<file path="config.mk">
export PLATFORM = sky130hd
export DESIGN_NAME = jogo_sequencia_param
export DESIGN_NICKNAME = d
export VERILOG_FILES = /design/src/rtl/jogo_sequencia_param.sv
export SDC_FILE = /design/constraint.sdc
export NUM_CORES = 1
export LEC_CHECK = 0
export CAP_MARGIN = 10
export CORE_UTILIZATION = 35
export DETAILED_ROUTE_END_ITERATION = 16
export HOLD_SLACK_MARGIN = 0.08
export PLACE_DENSITY_LB_ADDON = 0.12
export SLEW_MARGIN = 10
export SYNTH_ARGS = -nofsm -noshare
export SYNTH_HDL_FRONTEND = slang
export SYNTH_SLANG_ARGS = --single-unit
</file>
<file path="constraint.sdc">
create_clock -name clock -period 9.4 [get_ports clock]
set_clock_uncertainty 0.1 [all_clocks]
set_input_delay 2.82 -clock clock [delete_from_list [all_inputs] [get_ports clock]]
set_output_delay 2.82 -clock clock [all_outputs]
set_load 0.01 [all_outputs]
</file>
<file path="src/rtl/jogo_sequencia_param.sv">
// Sequence-memory game engine: LFSR-generated sequence, growing replay on LEDs, press checking with timeout.
// Optional press echo on the LEDs while waiting/comparing is enabled by defining JOGO_ECO_EN.
module jogo_sequencia_param #(
  parameter int N_BOTOES       = 4,
  parameter int PROF           = 16,
  parameter int TIMEOUT_CICLOS = 5000,
  parameter int LED_CICLOS     = 1000
) (
  input  logic                clock,
  input  logic                reset,
  input  logic                iniciar,
  input  logic [15:0]         semente,
  input  logic [N_BOTOES-1:0] botoes,
  output logic [N_BOTOES-1:0] leds,
  output logic                pronto,
  output logic                ganhou,
  output logic                perdeu,
  output logic                timeout,
  output logic [6:0]          rodada_atual,
  output logic [3:0]          db_estado
);

  localparam int IW = (PROF > 1) ? $clog2(PROF) : 1;
  localparam int LW = $clog2(LED_CICLOS + 1);
  localparam int TW = $clog2(TIMEOUT_CICLOS + 1);

  typedef enum logic [3:0] {
    INICIAL     = 4'h0,
    GERA        = 4'h1,
    MOSTRA      = 4'h2,
    ESPERA      = 4'h3,
    COMPARA     = 4'h4,
    PROX_JOGADA = 4'h5,
    PROX_RODADA = 4'h6,
    FIM_ACERTO  = 4'hA,
    FIM_ERRO    = 4'hE,
    FIM_TIMEOUT = 4'hD
  } estado_t;

  estado_t             estado_q, estado_d;
  logic [15:0]         lfsr_q, lfsr_d;
  logic [IW-1:0]       ptr_q, ptr_d;
  logic [IW-1:0]       rodada_q, rodada_d;
  logic [IW-1:0]       jogada_q, jogada_d;
  logic [IW-1:0]       k_q, k_d;
  logic                fase_q, fase_d;
  logic [LW-1:0]       led_cnt_q, led_cnt_d;
  logic [TW-1:0]       t_cnt_q, t_cnt_d;
  logic [N_BOTOES-1:0] captura_q, captura_d;
  logic [N_BOTOES-1:0] botoes_ant_q;
  logic                pronto_q, pronto_d;
  logic                ganhou_q, ganhou_d;
  logic                perdeu_q, perdeu_d;
  logic                timeout_q, timeout_d;

  logic [N_BOTOES-1:0] mem_q [PROF];
  logic                mem_we;

  logic [15:0]         lfsr_prox;
  logic [15:0]         semente_ef;
  logic [N_BOTOES-1:0] elem_novo;
  logic                aperto;

  function automatic logic [N_BOTOES-1:0] para_one_hot(input logic [2:0] v);
    int idx;
    idx = int'(v) % N_BOTOES;
    return {{(N_BOTOES-1){1'b0}}, 1'b1} << idx;
  endfunction

  assign lfsr_prox  = {lfsr_q[14:0], lfsr_q[15] ^ lfsr_q[13] ^ lfsr_q[12] ^ lfsr_q[10]};
  assign semente_ef = (semente == 16'h0000) ? 16'hACE1 : semente;
  assign elem_novo  = para_one_hot(lfsr_prox[2:0]);
  // A press is the first nonzero sample after an all-released cycle.
  assign aperto     = (botoes != '0) && (botoes_ant_q == '0);

  always_comb begin
    estado_d  = estado_q;
    lfsr_d    = lfsr_q;
    ptr_d     = ptr_q;
    rodada_d  = rodada_q;
    jogada_d  = jogada_q;
    k_d       = '0;
    fase_d    = 1'b0;
    led_cnt_d = '0;
    t_cnt_d   = t_cnt_q;
    captura_d = captura_q;
    pronto_d  = 1'b0;
    ganhou_d  = 1'b0;
    perdeu_d  = 1'b0;
    timeout_d = 1'b0;
    mem_we    = 1'b0;

    case (estado_q)
      INICIAL: begin
        if (iniciar) begin
          estado_d = GERA;
          lfsr_d   = semente_ef;
          rodada_d = '0;
          ptr_d    = '0;
        end
      end
      GERA: begin
        lfsr_d = lfsr_prox;
        mem_we = 1'b1;
        ptr_d  = ptr_q + 1'b1;
        if (ptr_q == IW'(PROF - 1)) begin
          ptr_d    = '0;
          estado_d = MOSTRA;
        end
      end
      MOSTRA: begin
        k_d       = k_q;
        fase_d    = fase_q;
        led_cnt_d = led_cnt_q + 1'b1;
        if (led_cnt_q == LW'(LED_CICLOS - 1)) begin
          led_cnt_d = '0;
          fase_d    = ~fase_q;
          if (fase_q) begin
            if (k_q == rodada_q) begin
              estado_d = ESPERA;
              jogada_d = '0;
              t_cnt_d  = '0;
            end else begin
              k_d = k_q + 1'b1;
            end
          end
        end
      end
      ESPERA: begin
        t_cnt_d = t_cnt_q + 1'b1;
        if (aperto) begin
          captura_d = botoes;
          estado_d  = COMPARA;
        end else if (t_cnt_q == TW'(TIMEOUT_CICLOS - 1)) begin
          estado_d = FIM_TIMEOUT;
        end
      end
      COMPARA: begin
        if (captura_q != mem_q[jogada_q]) begin
          estado_d = FIM_ERRO;
        end else if (jogada_q != rodada_q) begin
          jogada_d = jogada_q + 1'b1;
          t_cnt_d  = '0;
          estado_d = PROX_JOGADA;
        end else begin
          estado_d = PROX_RODADA;
        end
      end
      PROX_JOGADA: begin
        t_cnt_d = '0;
        if (botoes == '0) estado_d = ESPERA;
      end
      PROX_RODADA: begin
        if (rodada_q == IW'(PROF - 1)) begin
          estado_d = FIM_ACERTO;
        end else if (botoes == '0) begin
          rodada_d = rodada_q + 1'b1;
          estado_d = MOSTRA;
        end
      end
      FIM_ACERTO, FIM_ERRO, FIM_TIMEOUT: begin
        if (iniciar) begin
          estado_d = GERA;
          lfsr_d   = semente_ef;
          rodada_d = '0;
          ptr_d    = '0;
        end else begin
          pronto_d  = 1'b1;
          ganhou_d  = (estado_q == FIM_ACERTO);
          perdeu_d  = (estado_q != FIM_ACERTO);
          timeout_d = (estado_q == FIM_TIMEOUT);
        end
      end
      default: estado_d = INICIAL;
    endcase
  end

  always_ff @(posedge clock or negedge reset) begin
    if (!reset) begin
      estado_q     <= INICIAL;
      lfsr_q       <= '0;
      ptr_q        <= '0;
      rodada_q     <= '0;
      jogada_q     <= '0;
      k_q          <= '0;
      fase_q       <= 1'b0;
      led_cnt_q    <= '0;
      t_cnt_q      <= '0;
      captura_q    <= '0;
      botoes_ant_q <= '0;
      pronto_q     <= 1'b0;
      ganhou_q     <= 1'b0;
      perdeu_q     <= 1'b0;
      timeout_q    <= 1'b0;
    end else begin
      estado_q     <= estado_d;
      lfsr_q       <= lfsr_d;
      ptr_q        <= ptr_d;
      rodada_q     <= rodada_d;
      jogada_q     <= jogada_d;
      k_q          <= k_d;
      fase_q       <= fase_d;
      led_cnt_q    <= led_cnt_d;
      t_cnt_q      <= t_cnt_d;
      captura_q    <= captura_d;
      botoes_ant_q <= botoes;
      pronto_q     <= pronto_d;
      ganhou_q     <= ganhou_d;
      perdeu_q     <= perdeu_d;
      timeout_q    <= timeout_d;
    end
  end

  always_ff @(posedge clock) begin
    if (mem_we) mem_q[ptr_q] <= elem_novo;
  end

  always_comb begin
    leds = '0;
    if (estado_q == MOSTRA && !fase_q) begin
      leds = mem_q[k_q];
    end
`ifdef JOGO_ECO_EN
    else if (estado_q == ESPERA || estado_q == COMPARA) begin
      leds = botoes;
    end
`endif
  end

  assign pronto       = pronto_q;
  assign ganhou       = ganhou_q;
  assign perdeu       = perdeu_q;
  assign timeout      = timeout_q;
  assign rodada_atual = 7'(rodada_q);
  assign db_estado    = estado_q;

endmodule

</file>
-- After elaboration in Yosys (flattened, before gate mapping)
Memory sizes are Yosys's and may differ from the RTL's.
Index checks and enable logic that the tools add are counted.
- add/sub/neg operators: 6
- equality and inequality tests: 30
- shift-type cells: 1
- muxes and demuxes: 54
- bitwise operators: 4
- reductions and logical operators: 21
- operator list (operator ; number):
    $mux W4 ; 25
    $mux W13 ; 5
    $pmux W13 S4 ; 1
    $mux W16 ; 2
    $pmux W16 S2 ; 1
    $pmux W4 S7 ; 1
    $pmux W4 S2 ; 3
    $eq A4 B4 Y1 const B ; 5
    $mux W10 ; 2
    $ne A2 B2 Y1 const B ; 10
    $add A4 B1 Y4 const B ; 4
    $logic_not A16 Y1 ; 1
    $add A13 B1 Y13 const B ; 1
    $eq A13 B13 Y1 const B ; 1
    $mux W1 ; 13
    $eq A4 B3 Y1 const B ; 3
    $logic_not A4 Y1 ; 3
    $reduce_and A6 Y1 ; 2
    $add A10 B1 Y10 const B ; 1
    $eq A10 B10 Y1 const B ; 1
    $eq A4 B2 Y1 const B ; 2
    $ne A4 B4 Y1 ; 2
    $reduce_and A8 Y1 ; 1
    $reduce_bool A4 Y1 ; 2
    17 further kinds ; 24
- bits in registers: 72
- RAM bits: 64
- input port bits: 23
- output and inout port bits: 19
- logic and storage cells: 132
- memories kept: 1
- memory list (name ; depth ; width ; rd ports ; clocked after Yosys merged registers in ; wr ports ; line ; RTL):
    mem_q ; 16 ; 4 ; 2 ; 0 ; 1 ; 56 ; logic [N_BOTOES-1:0] mem_q [PROF];

-- Longest topological paths before layout
Gate-level depths: netlist (run 1).
- word-level depth: 5
- depth in mapped cells: 9
- depth with buffers taken out: 8

-- Least setup slack after synthesis (run 1)
No wires, ideal clock.
- path kind: reg2out
- from: register k_q[0]
- to: output leds[0]
- data arrival time: 2329 ps
- required time: 6480 ps
- slack: 4151 ps
- cell stages (with the launch flop): 6
- buffers on the path: 2
- cell sequence: dfrtp_1 > clkbuf_1 > buf_2 > mux4_2 > mux4_2 > nor2b_1
- word-level cells in the longest chain between the ends: 2
- ends and longest elaborated chain (what ; line ; RTL):
    start: declaration ; 45 ; logic [IW-1:0] k_q, k_d;
    start signal: assignment ; 201 ; k_q <= k_d;
    $mem_v2 Z16 W4 ; - ;
    $mux W4 ; 220 ; if (estado_q == MOSTRA && !fase_q) begin
    end: declaration ; 14 ; output logic [N_BOTOES-1:0] leds,
Every way passes these cells.

-- Worst setup path after layout (run 1)
Ends and elaborated chain as after synthesis.

==> results.cfg, run 1 <==
[cts]
htreeDepth = 4
clk_pin_slew_worst_paths_ns = 0.06
cts_buffers = 17
ctsHoldBuffers = 0
cts_tree = yes
post-cts-setup-buffer-count = 0
clk_path_buf_depth = 2
clock_sinks = 136
clkLatencyLatePin_ns = 0.42
root_buffer = clkbuf_16
cts_resized = 0

[sta]
slew_viol_final = 0
min_period_ns = 5.87
period_share = 0.624
worst_pin_slew_ns = 1.01
finalSetupViolations = 0
rsz0062_at_grt = no
slew_headroom = 0.321
hold_viol = 0
fmax_mhz = 170
setup_tns_ns = 0

[floorplan]
coreArea_um2 = 19500
rows = 51
dieHeight_um = 143
die_x_um = 143
initial_core_util = 0.358
dieArea_um2 = 20500
ioPinCount = 42

[yosys]
ys_seq_area_frac = 0.533
ys_types = 65
yosys.area_share.adder = 0.0161
synth_top_family_by_area = multiplexers
synth_compound_area_frac = 0.0986
syn_avg_cell_area_um2 = 12.2
synth_flop_cell = dfrtp_1
synth_simple_gate_area_share = 0.140
ys.warnings.count = 0
synth-xor-area-share = 0.0374
synth.cell_area_um2 = 6990
synth_edf_count = 64
synth_mux_area_frac = 0.145
netlist_instances = 571
async_flop_share = 0.529
ys_ff_latch = 136

[worst_setup_path]
cp_max_fo = 12
reg2regPathDepth = 7
rr_startpoint = jogada_q[0]
cp-startpoint = k_q[0]
critPathCaptureType = output port
worstPathArrival_ns = 2.95
r2r_slack_ns = 6.48
crit_type = flop to output port
r2r-end = jogada_q[0]
required_ns = 6.48
worstSetupStartpointType = flop

[finish]
multiInputGateArea_um2 = 3070
insertedDiodeCount = 0
nets = 640
area_growth_pct = 18.1
final_layout_size_suffix_gt1_frac = 0.138
post-route-util = 0.423
fillers = 1808
finish.instance_area_um2 = 8260
seqCellArea_um2 = 3720

[grt]
grt_pass1_vias = 4842
overflow = 0
grt_max_degree = 73
grt_util_all_layers = 0.176
antenna_found_initial = 0
grt_pass1_wl_mm = 26.7

[worst_hold_path]
holdPathEnd = led_cnt_q[0]
min_from = led_cnt_q[0]
min_path_cells = 1
hold_path.class = flop to flop

[power]
totalPowerFinal_mw = 1.36
p_int_mw = 1.06
netSwitchingFraction = 0.218
switchingPower_mw = 0.296
p_comb_frac = 0.015
p_leak_nw = 3.08
powerDensity_nw_per_um2 = 164
clkPwrFrac = 0.526
pwr-share-seq = 0.459
max-vdd-ir-drop_mv = 0.119

[placed_design]
place_congestion = 0.785
numPortBuffers = 38
hpwl_mm = 11.6
dpl_cell_area_um2 = 7590

[drt]
ant_nets = 0
drt_iter0_drc = 322
wl_per_cell_um = 18.5
wl_mm = 16.3
drc_errors = 0
via_per_inst = 5.30
dr.pass1.iters = 4
via_count = 4697

[job]
max_cap_violations = 0

[status]
status = finished, final reports clean
cell families after synthesis:
group,Yosys count
buf+inv,42
mux,57
simple gates,195
fa+ha+maj,9
compound gates,102
flops,136
other cells,1
xor+xnor,29
synthesized netlist by cell type, drive strengths merged (5+ instances only):
| cell | n | share of area |
|---|---|---|
| nor2 | 44 | 0.024 |
| nor2b | 9 | 0.0081 |
| nand2 | 50 | 0.027 |
| mux2i | 19 | 0.027 |
| edfxtp | 64 | 0.27 |
| nor4 | 8 | 0.0072 |
| dfrtp | 72 | 0.26 |
| a211o | 5 | 0.0063 |
| buf | 11 | 0.013 |
| o21ai | 35 | 0.027 |
| clkbuf | 18 | 0.0097 |
| and2 | 20 | 0.018 |
| xor2 | 11 | 0.014 |
| mux4 | 33 | 0.11 |
| nand4 | 7 | 0.0063 |
| nor3 | 8 | 0.0064 |
| ha | 9 | 0.016 |
| and3 | 16 | 0.015 |
| a22oi | 5 | 0.0054 |
| o22ai | 10 | 0.0090 |
| nand3 | 17 | 0.012 |
| inv | 13 | 0.0070 |
| nand2b | 7 | 0.0063 |
| a21oi | 12 | 0.0086 |
| xnor2 | 18 | 0.024 |
| mux2 | 5 | 0.0086 |
power by group through the flow:
stage	Combinational, mW	Sequential (mW)	Clock (mW)
finish	0.0207	0.622	0.713
global route	0.0235	0.622	0.757
CTS	0.0214	0.622	0.728
detailed placement	0.0214	0.634	0
global placement	0.0211	0.634	0
floorplan	0.00395	0.633	0
critical path, stage by stage (launching register included):
cell and delay [ns]:
dfrtp_1 0.68, buf_16 0.22, mux4_2 0.52, mux4_2 0.48, nor2b_1 0.15, clkdlybuf4s50_1 0.47
cell usage in the layout, fill, tap and decap left out, types with 3 or more instances in the layout:
cell type	synthesis	routed
nand4_1	7	7
nand2_1	50	50
and3_1	15	15
edfxtp_1	64	64
inv_6	0	6
nor2_1	44	44
mux2i_1	19	19
ha_1	9	9
o22ai_1	10	10
a22oi_1	5	5
nor2b_1	9	9
inv_1	13	13
o21ai_0	34	33
mux4_1	5	5
nor3_1	7	7
inv_8	0	4
clkdlybuf4s50_1	0	37
a221oi_1	3	3
bufinv_16	0	3
nor4_1	8	8
nand3_1	17	17
a31oi_1	3	3
buf_4	6	7
a21oi_1	12	11
xnor2_1	17	17
xor2_1	11	11
and2_1	19	19
a211o_1	5	5
clkbuf_16	0	17
nand2b_1	7	7
a211oi_1	3	3
mux2_2	4	4
dfrtp_1	72	72
conb_1	1	3
mux4_2	28	28
a21o_1	3	3
worst max-delay path by stage:
stage              end  slack [ns]  cells after the start
6_report       leds[0]        3.53                      5
5_1_grt        leds[0]        3.40                      5
4_1_cts        leds[1]        3.12                      4
3_5_place_dp   leds[1]        3.57                      4
3_3_place_gp   leds[1]        3.65                      4
2_1_floorplan  leds[0]        4.15                      5
final cells by class:
class | instances | area share
flip-flops and latches | 136 | 0.451
multi-input cells | 395 | 0.372
repair buffers | 45 | 0.0546
clock buffers | 17 | 0.0515
well taps | 265 | 0.0402
clock inverters | 15 | 0.0247
inverters | 13 | 0.00591
flip-flops by register name, summed over array words and instances (netlist names):
name,count
ganhou,1
k_q,4
lfsr_q,16
led_cnt_q,10
botoes_ant_q,4
t_cnt_q,13
timeout,1
ptr_q,4
mem_q,64
fase_q,1
db_estado,4
rodada_q,4
perdeu,1
pronto,1
jogada_q,4
captura_q,4
routing by layer:
metal  track usage  vias up  part of all wire  wire, um
met2         0.286       98              0.49      8010
met5             0        -                 0         0
met3        0.0377        2             0.045       743
met1         0.234     2374              0.46      7530
li1              -     2223                 -         -
met4        0.0566        0            0.0036        59
stage by stage:
| stage | instances | setup slack (ns) | hold WS [ns] |
|---|---|---|---|
| 3_3_place_gp | 852 | 3.65 | 0.345 |
| 6_report | 886 | 3.53 | 0.375 |
| 3_5_place_dp | 852 | 3.57 | 0.367 |
| 5_1_grt | 886 | 3.40 | 0.398 |
| 2_1_floorplan | 573 | 4.15 | 0.333 |
| 4_1_cts | 884 | 3.12 | 0.384 |
Power figures use the tool's default switching activity.
==> run 2: changes to the inputs <==
- clock period: 9.4 -> 5 ns (I/O delays scaled with it)
==> results.cfg, run 2 (synthesized netlist as in run 1, its figures left out) <==
[status]
status = finished, final reports clean

[cts]
clk_path_buf_depth = 2
root_buffer = clkbuf_16
clk_pin_slew_worst_paths_ns = 0.07
ctsHoldBuffers = 0
clkLatencyLatePin_ns = 0.42
cts_buffers = 17
cts_tree = yes
clock_sinks = 136
htreeDepth = 4
post-cts-setup-buffer-count = 0
cts_resized = 0

[sta]
finalSetupViolations = 0
slew_viol_final = 0
fmax_mhz = 223
rsz0062_at_grt = no
min_period_ns = 4.49
worst_pin_slew_ns = 1.01
setup_tns_ns = 0
hold_viol = 0
slew_headroom = 0.324
period_share = 0.897
hold-worst-slack_ns = 0.357

[power]
p_leak_nw = 3.03
p_int_mw = 1.84
p_comb_frac = 0.016
pwr-share-seq = 0.485
totalPowerFinal_mw = 2.41
powerDensity_nw_per_um2 = 295
clkPwrFrac = 0.498
netSwitchingFraction = 0.237
max-vdd-ir-drop_mv = 0.185
switchingPower_mw = 0.570

[drt]
ant_nets = 0
drc_errors = 0
wl_mm = 16.8
drt_iter0_drc = 450
wl_per_cell_um = 18.9
via_per_inst = 5.37
via_count = 4759
dr.pass1.iters = 6

[placed_design]
hpwl_mm = 11.8
place_congestion = 0.805
numPortBuffers = 38
dp_cells = 854

[grt]
grt_max_degree = 73
grt_pass1_vias = 4790
grt_pass1_wl_mm = 26.7
antenna_found_initial = 0
overflow = 0
grt_util_all_layers = 0.175

[floorplan]
dieHeight_um = 143
dieArea_um2 = 20500
ioPinCount = 42
rows = 51
coreArea_um2 = 19500
die_x_um = 143
initial_core_util = 0.358

[worst_setup_path]
cp-startpoint = db_estado[0]
crit_type = flop to output port
reg2regPathDepth = 8
crit_path_top_delay_cell = or4b_2
crit_path_end = leds[0]
r2r-end = jogada_q[0]
critical_path_cell_count = 4
cp_max_fo = 17
worstSetupStartpointType = flop
r2r_slack_ns = 1.60
critPathBufInv = 1
critPathCaptureType = output port
path_cells = or4b_2, or2_2, nor2b_1, clkdlybuf4s50_1
path_delay_family = simple AND/OR/NAND/NOR gates
required_ns = 3.40
worstPathArrival_ns = 2.89
rr_startpoint = jogada_q[1]
worst_path_largest_cell_delay_ns = 0.83

[job]
max_cap_violations = 0

[worst_hold_path]
min_from = led_cnt_q[0]
hold_path.class = flop to flop

[finish]
area_growth_pct = 16.8
insertedDiodeCount = 0
final_layout_size_suffix_gt1_frac = 0.138
largestRegisters = mem_q: 64 flops, lfsr_q: 16 flops, t_cnt_q: 13 flops
nets = 640
final_common_cell = dfrtp_1
top_register = mem_q
largest_reg_flops = 64
final_cell_mix = dfrtp_1 (72), edfxtp_1 (64), nand2_1 (50), nor2_1 (44), clkdlybuf4s50_1 (37)
final_cells = 886
==> run 2: cell count changes in the layout (fill, tap and decap cells not counted), sizes merged <==
cell | before | now
bufinv | 3 | 0
clkinv | 1 | 3
clkinvlp | 1 | 3
inv | 23 | 22
==> run 2: how the worst min path moves through the flow <==
stage                   endpoint  slack, ns  cells after the start
floorplan           led_cnt_q[0]       0.33                      1
global placement    led_cnt_q[0]       0.35                      1
detailed placement  led_cnt_q[0]       0.35                      1
CTS                 led_cnt_q[0]       0.36                      1
global route        led_cnt_q[0]       0.39                      1
finish              led_cnt_q[0]       0.36                      1
==> run 2: cell type report <==
class                   count  area [um^2]
inverters                  13         48.8
flip-flops and latches    136         3720
well taps                 265          332
repair buffers             45          430
fillers                  1872        11400
multi-input cells         395         3070
clock inverters            15          130
clock buffers              17          425
==> run 2: metal layers <==
metal,part of all wire,vias to the layer above,GRT usage
met5,0,-,0
met3,0.047,15,0.0380
li1,-,2211,-
met1,0.46,2408,0.236
met4,0.012,0,0.0655
met2,0.48,125,0.277
==> run 2: per-stage QoR <==
step / cell area [um^2] / util / setup slack, ns
global placement: 7610 / 0.390 / 0.999
detailed placement: 7610 / 0.390 / 0.947
finish: 8160 / 0.418 / 0.514
global route: 8160 / 0.418 / 0.408
floorplan: 7000 / - / 1.07
CTS: 8160 / 0.418 / 0.493
==> run 2: power groups by stage <==
| stage | Combinational [mW] | Clock (mW) | Sequential [mW] |
|---|---|---|---|
| finish | 0.0389 | 1.20 | 1.17 |
| global route | 0.0439 | 1.27 | 1.17 |
| CTS | 0.0407 | 1.22 | 1.17 |
| detailed placement | 0.0405 | 0 | 1.19 |
| global placement | 0.0401 | 0 | 1.19 |
| floorplan | 0.00742 | 0 | 1.19 |
